[config.mk]
export PLATFORM = sky130hd
export DESIGN_NAME = pipe_stage_reg
export DESIGN_NICKNAME = d
export VERILOG_FILES = /design/src/rtl/pipe_stage_reg.sv
export SDC_FILE = /design/constraint.sdc
export NUM_CORES = 1
export LEC_CHECK = 0
export ABC_AREA = 1
export ABC_CLOCK_PERIOD_IN_PS = 25300
export BUFFER_PORTS_ARGS = -buffer_cell sky130_fd_sc_hd__clkbuf_2
export CAP_MARGIN = 20
export CELL_PAD_IN_SITES_DETAIL_PLACEMENT = 1
export CELL_PAD_IN_SITES_GLOBAL_PLACEMENT = 2
export CORE_AREA = 5 5 202 204
export DETAILED_ROUTE_END_ITERATION = 8
export DIE_AREA = 0 0 207 209
export PLACE_DENSITY_LB_ADDON = 0.1
export SLEW_MARGIN = 5
export SYNTH_ARGS = -nofsm -noshare
export SYNTH_HDL_FRONTEND = slang
export SYNTH_SLANG_ARGS = --single-unit
[constraint.sdc]
create_clock -name clk -period 25.3 [get_ports clk]
set_input_delay 1.265 -clock clk [delete_from_list [all_inputs] [get_ports clk]]
set_output_delay 1.265 -clock clk [all_outputs]
set_load 0.03 [all_outputs]
[src/rtl/pipe_stage_reg.sv]
// ---------------------------------------------------------------------------
// pipe_stage_reg
//   Inter-stage pipeline register with valid/ready flow control. It carries a
//   control bundle, a destination register index and a payload from one
//   pipeline stage to the next. It supports back-pressure stalls and flush
//   (bubble insertion). An optional skid entry makes in_ready a pure register
//   output, which cuts the combinational ready path between stages.
//
//   Parameters
//     DATA_W  payload width
//     CTRL_W  control bundle width
//     RD_W    destination register index width
//     SKID    1: main + skid entry, registered in_ready
//             0: single entry, combinational in_ready
//
//   Ports
//     clk, rst           clock (rising edge), async active-high reset
//     flush              drop every held entry and any entry arriving now
//     in_valid/in_ready  upstream handshake
//     in_ctrl/rd/data    incoming entry
//     out_valid/ready    downstream handshake on the main entry
//     out_ctrl/rd/data   main entry; ctrl and rd read zero while invalid
//     occupancy          number of held entries (0..2)
// ---------------------------------------------------------------------------
module pipe_stage_reg #(
  parameter int DATA_W = 128,
  parameter int CTRL_W = 5,
  parameter int RD_W   = 5,
  parameter int SKID   = 1
) (
  input  logic              clk,
  input  logic              rst,
  input  logic              flush,
  input  logic              in_valid,
  output logic              in_ready,
  input  logic [CTRL_W-1:0] in_ctrl,
  input  logic [RD_W-1:0]   in_rd,
  input  logic [DATA_W-1:0] in_data,
  output logic              out_valid,
  input  logic              out_ready,
  output logic [CTRL_W-1:0] out_ctrl,
  output logic [RD_W-1:0]   out_rd,
  output logic [DATA_W-1:0] out_data,
  output logic [1:0]        occupancy
);

  generate
    if (SKID != 0) begin : g_skid
      // State value equals the number of held entries.
      typedef enum logic [1:0] {
        EMPTY = 2'd0,
        MAIN  = 2'd1,
        FULL  = 2'd2
      } state_t;

      state_t            state;
      logic              rdy_q;
      logic [CTRL_W-1:0] main_ctrl, skid_ctrl;
      logic [RD_W-1:0]   main_rd,   skid_rd;
      logic [DATA_W-1:0] main_data, skid_data;
      logic              accept;
      logic              drain;

      assign accept = in_valid & rdy_q;
      assign drain  = (state != EMPTY) & out_ready;

      // NOTE: every register here is assigned with <= so all of them sample
      // the pre-edge values; mixing in = would make results order-dependent.
      always_ff @(posedge clk or posedge rst) begin
        if (rst) begin
          state     <= EMPTY;
          rdy_q     <= 1'b0;
          // NOTE: the payload registers are reset as well, because out_data
          // must read zero after reset, not just the control fields.
          main_ctrl <= '0;
          main_rd   <= '0;
          main_data <= '0;
          skid_ctrl <= '0;
          skid_rd   <= '0;
          skid_data <= '0;
        end else if (flush) begin
          // Payload is left alone: it is don't-care while out_valid=0.
          state     <= EMPTY;
          rdy_q     <= 1'b1;
          main_ctrl <= '0;
          main_rd   <= '0;
          skid_ctrl <= '0;
          skid_rd   <= '0;
        end else begin
          // Holds in every case except the FULL entry/exit transitions below.
          rdy_q <= (state != FULL);
          unique case (state)
            EMPTY: begin
              if (accept) begin
                main_ctrl <= in_ctrl;
                main_rd   <= in_rd;
                main_data <= in_data;
                state     <= MAIN;
              end
            end
            MAIN: begin
              if (accept && drain) begin
                main_ctrl <= in_ctrl;
                main_rd   <= in_rd;
                main_data <= in_data;
              end else if (drain) begin
                // Zero the control so a bubble never carries regWrite/memWrite.
                main_ctrl <= '0;
                main_rd   <= '0;
                state     <= EMPTY;
              end else if (accept) begin
                skid_ctrl <= in_ctrl;
                skid_rd   <= in_rd;
                skid_data <= in_data;
                state     <= FULL;
                rdy_q     <= 1'b0;
              end
            end
            FULL: begin
              // rdy_q is low here, so no new entry can arrive.
              if (drain) begin
                main_ctrl <= skid_ctrl;
                main_rd   <= skid_rd;
                main_data <= skid_data;
                skid_ctrl <= '0;
                skid_rd   <= '0;
                state     <= MAIN;
                rdy_q     <= 1'b1;
              end
            end
            default: state <= EMPTY;
          endcase
        end
      end

      assign in_ready  = rdy_q;
      assign out_valid = (state != EMPTY);
      assign out_ctrl  = main_ctrl;
      assign out_rd    = main_rd;
      assign out_data  = main_data;
      assign occupancy = state;
    end else begin : g_single
      logic              valid_q;
      logic [CTRL_W-1:0] main_ctrl;
      logic [RD_W-1:0]   main_rd;
      logic [DATA_W-1:0] main_data;
      logic              accept;
      logic              drain;

      // Ready when empty or draining this cycle; flush blocks the handshake.
      assign in_ready = (~valid_q | out_ready) & ~flush;
      assign accept   = in_valid & in_ready;
      assign drain    = valid_q & out_ready;

      always_ff @(posedge clk or posedge rst) begin
        if (rst) begin
          valid_q   <= 1'b0;
          main_ctrl <= '0;
          main_rd   <= '0;
          main_data <= '0;
        end else if (flush) begin
          valid_q   <= 1'b0;
          main_ctrl <= '0;
          main_rd   <= '0;
        end else if (accept) begin
          valid_q   <= 1'b1;
          main_ctrl <= in_ctrl;
          main_rd   <= in_rd;
          main_data <= in_data;
        end else if (drain) begin
          valid_q   <= 1'b0;
          main_ctrl <= '0;
          main_rd   <= '0;
        end
      end

      assign out_valid = valid_q;
      assign out_ctrl  = main_ctrl;
      assign out_rd    = main_rd;
      assign out_data  = main_data;
      assign occupancy = {1'b0, valid_q};
    end
  endgenerate

endmodule

== Yosys cells after proc, flatten, opt, wreduce, memory -nomap -nowiden ==
Cells that the tools add are included.

* Bits in registers: 279
* Bits of input ports: 143
* Output and inout port bits: 142
* Logic and storage cells: 73

* Eq/ne operators: 13
* Mux-type cells: 36
* Bitwise operators: 5
* Reduce and logical (&&, ||, !) cells: 11

{| class="wikitable"
|+ Operators with widths
! operator !! number
|-
| $mux W128 || 3
|-
| $pmux W128 S3 || 1
|-
| $mux W5 || 15
|-
| $pmux W5 S3 || 2
|-
| $pmux W5 S2 || 2
|-
| $ne A3 B3 Y1 const B || 5
|-
| $reduce_and A5 Y1 || 3
|-
| $mux W2 || 6
|-
| $ne A2 B2 Y1 const B || 4
|-
| $ne A4 B4 Y1 const B || 2
|-
| $reduce_and A4 Y1 || 2
|-
| $pmux W2 S3 || 1
|-
| $reduce_bool A3 Y1 || 2
|-
| $mux W1 || 5
|-
| $reduce_bool A4 Y1 || 1
|-
| $not A1 Y1 || 3
|-
| $and A1 B1 Y1 || 2
|-
| $eq A2 B1 Y1 const B || 1
|-
| $eq A2 B2 Y1 const B || 1
|-
| $logic_not A2 Y1 || 1
|-
| $pmux W1 S2 || 1
|-
| $reduce_bool A2 Y1 || 1
|-
| $logic_and A1 B1 Y1 || 1
|}

== Depth between registers and ports, before layout ==
* Depth in word-level cells: 6
* Gate-level depth with buffers: 10
* Depth with buffers taken out: 10

== Worst setup path before layout ==
OpenSTA, ideal clock, no wires.

* Path type: reg2out
* Start: register g_skid.state[0] (netlist: occupancy[0])
* End: output out_valid
* Arrival: 1.063 ns
* Required time: 24.035 ns
* Path slack: 22.972 ns
* Stages on the path, launching flop included: 4
* Path buffers: 0
* Cells stage by stage: dfrtp_1 inv_1 ha_1 inv_2

* Longest elaborated chain between the ends: 1

{| class="wikitable"
|+ Ends and longest elaborated chain
! element !! RTL line !! text
|-
| from (decl) || 56 || <nowiki>state_t state;</nowiki>
|-
| from (signal assigned) || 71 || <nowiki>state <= EMPTY;</nowiki>
|-
| from (signal assigned) || 83 || <nowiki>state <= EMPTY;</nowiki>
|-
| from (signal assigned) || 98 || <nowiki>state <= MAIN;</nowiki>
|-
| $reduce_bool A2 Y1 || 137 || <nowiki>assign out_valid = (state != EMPTY);</nowiki>
|-
| to (decl) || 39 || <nowiki>output logic out_valid,</nowiki>
|}

No other way between the ends.

== Worst setup path in the final report ==
* Start: input in_valid
* End: register g_skid.skid_data[50]

* Longest elaborated chain between the ends: 4

{| class="wikitable"
|+ Ends and longest elaborated chain
! element !! RTL line !! text
|-
| from (decl) || 34 || <nowiki>input logic in_valid,</nowiki>
|-
| $and A1 B1 Y1 (*) || 64 || <nowiki>assign accept = in_valid & rdy_q;</nowiki>
|-
| $logic_and A1 B1 Y1 || 102 || <nowiki>if (accept && drain) begin</nowiki>
|-
| $not A1 Y1 (no line) || -- ||
|-
| $reduce_and A5 Y1 (no line) (*) || -- ||
|-
| to (signal assigned) || 114 || <nowiki>skid_data <= in_data;</nowiki>
|-
| to (decl) || 60 || <nowiki>logic [DATA_W-1:0] main_data, skid_data;</nowiki>
|}

Mark *: on every way between the ends. The rest lies on a longest branch, timed or not.
A chain may end at the register's enable or synchronous reset.

==> results.toml <==
[outcome]
outcome = "completed"

[logic_synthesis]
synth_nets = 1730
syn-mean-instance-area_um2 = 8.42
ys_seq_elements = 279
ys_seq_area_share_pct = 52.4
synth_area_um2 = 13300
ys_types = 22
postSynthCellCount = 1583
yosysWarnings = 0

[worst_setup_path]
critPathMaxFanout = 80
critPathCaptureType = "flip-flop"
start_kind = "primary input"
arrival_ps = 4190
crit_path_start = "in_valid"
critPathKind = "in -> reg"
required_ps = 25740
r2r-start = "occupancy[0]$_DFFE_PP0P_"

[die]
dieArea_um2 = 43300
initial_core_util_pct = 34.1
coreArea_um2 = 39100
die_height_um = 209
io_pins = 285
die_w_um = 207
placementRows = 73

[global_route]
grt_pass1_wl_um = 67700
grt.overflow.total = 0
grt_util_all_layers_pct = 19.0
antenna_found_initial = 2
grt_pass1_vias = 12000
grt_start_max_net_pins = 160

[sta]
setup_viol = 0
hold_violations = 0
grt_setup_unrepaired = "no"
tns_ps = 0
fmax_mhz = 267
setup_slack_ps = 21550
final.min_clock_period_ps = 3750
worst_slew_pin_slew_ps = 1170
maxSlewViolCount = 0
timing.slew.headroom_pct = 22.1
fin_crit_sh_pct = 14.8
finClkSkew_ps = 8.49

[cts]
cts_buffers = 36
clock-sinks = 279
cts_resized = 0
clk_latency_ps = 530
clockRootBuffer = "clkbuf_16"
clk_path_buf_depth = 3
clk_pin_slew_ps = 60
postCtsSetupBuffers = 0
cts_tree = "built"
cts.hold.buffers_added = 0
h-tree-depth = 2

[detailed_routing]
vias = 11400
antenna_left = 0
drt_first_pass_iters = 5
drc = 0
wl_per_cell_um = 17.6
via_per_inst = 4.86
drt-initial-drc-count = 446
wl_um = 41400

[min_path]
min_path_type = "reg -> reg"
min_from = "out_data[61]$_DFFE_PP0P_"

[job]
cap_violations = 0

[cells_and_area]
multiInputGateArea_um2 = 5050
regArea_um2 = 6980
fillers = 4802
drive_above_1_share_pct = 24.6
num_antenna_cells = 0
final_cell_area_um2 = 15900
final_cell_mix = "nand2_1 (618), clkbuf_2 (284), dfrtp_1 (279), o21ai_0 (139), inv_1 (133)"
nets = 1948
area_growth_pct = 19.0
layout_commonest_cell = "nand2_1"

[power_and_ir_drop]
peakVddDrop_mv = 0.0554
power.total_mw = 2.20
power.density_nw_per_um2 = 139
leakage_nw = 8.44

[placed_design]
place_ws_ps = 20980
dp_hpwl_um = 25900
place_congestion = 0.752
port_buffers = 284
place_area_um2 = 14700
logic make-up (layout without fill, tap and decap cells):
logic type	Yosys count	in the layout	synth area share, %
AOI/OAI and AO/OA	262	262	12.4
and+or+nand+nor	782	782	24.8
DFF	279	279	52.4
adders and majority gates	4	4	0.375
buffers and inverters	256	493	10.1
stage by stage:
step                utilization [%]  instances  hold WS, ps
floorplan                         -       1583          453
global route                   40.6       2345          489
detailed placement             37.7       2287          459
finish                         40.6       2345          467
CTS                            40.5       2344          474
global placement               37.7       2287          457
final timing paths:
check | endpoint | slack [ps] | depth (start not counted)
max in group asynchronous | out_data[71]$_DFFE_PP0P_ | 22970 | 3
worst max-delay path | g_skid.skid_data[50]$_DFFE_PP0P_ | 21550 | 8
worst min register to register | out_data[61]$_DFFE_PP0P_ | 470 | 2
worst max register to register | out_data[50]$_DFFE_PP0P_ | 21600 | 7
min in group asynchronous | out_data[5]$_DFFE_PP0P_ | 900 | 2
worst min-delay path | out_data[61]$_DFFE_PP0P_ | 470 | 2
layer usage:
| layer | GRT usage [%] | vias to the layer above | wire length [um] | share of wire [%] |
|---|---|---|---|---|
| li1 | - | 5556 | - | - |
| met1 | 26.6 | 5592 | 19500 | 47 |
| met2 | 30.7 | 206 | 19400 | 47 |
| met3 | 4.32 | 46 | 1910 | 4.6 |
| met4 | 3.53 | 4 | 599 | 1.4 |
| met5 | 0 | - | 26 | 0.063 |
state kept, by name, summed over array words and instances, names as in the netlist:
register,count
out_ctrl,5
in_ready,1
out_data,128
g_skid.skid_ctrl,5
occupancy,2
g_skid.skid_data,128
g_skid.skid_rd,5
out_rd,5
Yosys cell counts (all sizes together):
cell	n	share of area [%]
clkbuf	18	0.51
buf	98	5.6
nor2	14	0.43
o211ai	1	0.056
inv	138	3.9
clkinv	2	0.056
dfrtp	279	52
nand2	620	18
o21ai	260	12
nand3	20	0.79
ha	4	0.38
nand4	128	6.0
a21oi	1	0.038
power by group:
group          total (mW)  internal [mW]  switching [mW]
Combinational       0.922          0.259           0.663
Clock               0.484          0.293           0.191
Sequential          0.795          0.664           0.131
worst max-delay path, cell delays in order:
cell and delay, ps:
clkbuf_2 90, nand2_1 180, inv_1 130, nand3_4 520, buf_4 720, buf_4 900
nand2_1 200, o21ai_2 110
final cells by class:
class / count / share of cell area, %
clock inverters: 6 / 0.347
multi-input cells: 1048 / 31.8
well taps: 525 / 4.14
repair buffers: 296 / 9.73
inverters: 140 / 3.38
flip-flops and latches: 279 / 44.0
clock buffers: 51 / 6.55
Power figures use the tool's default switching activity.
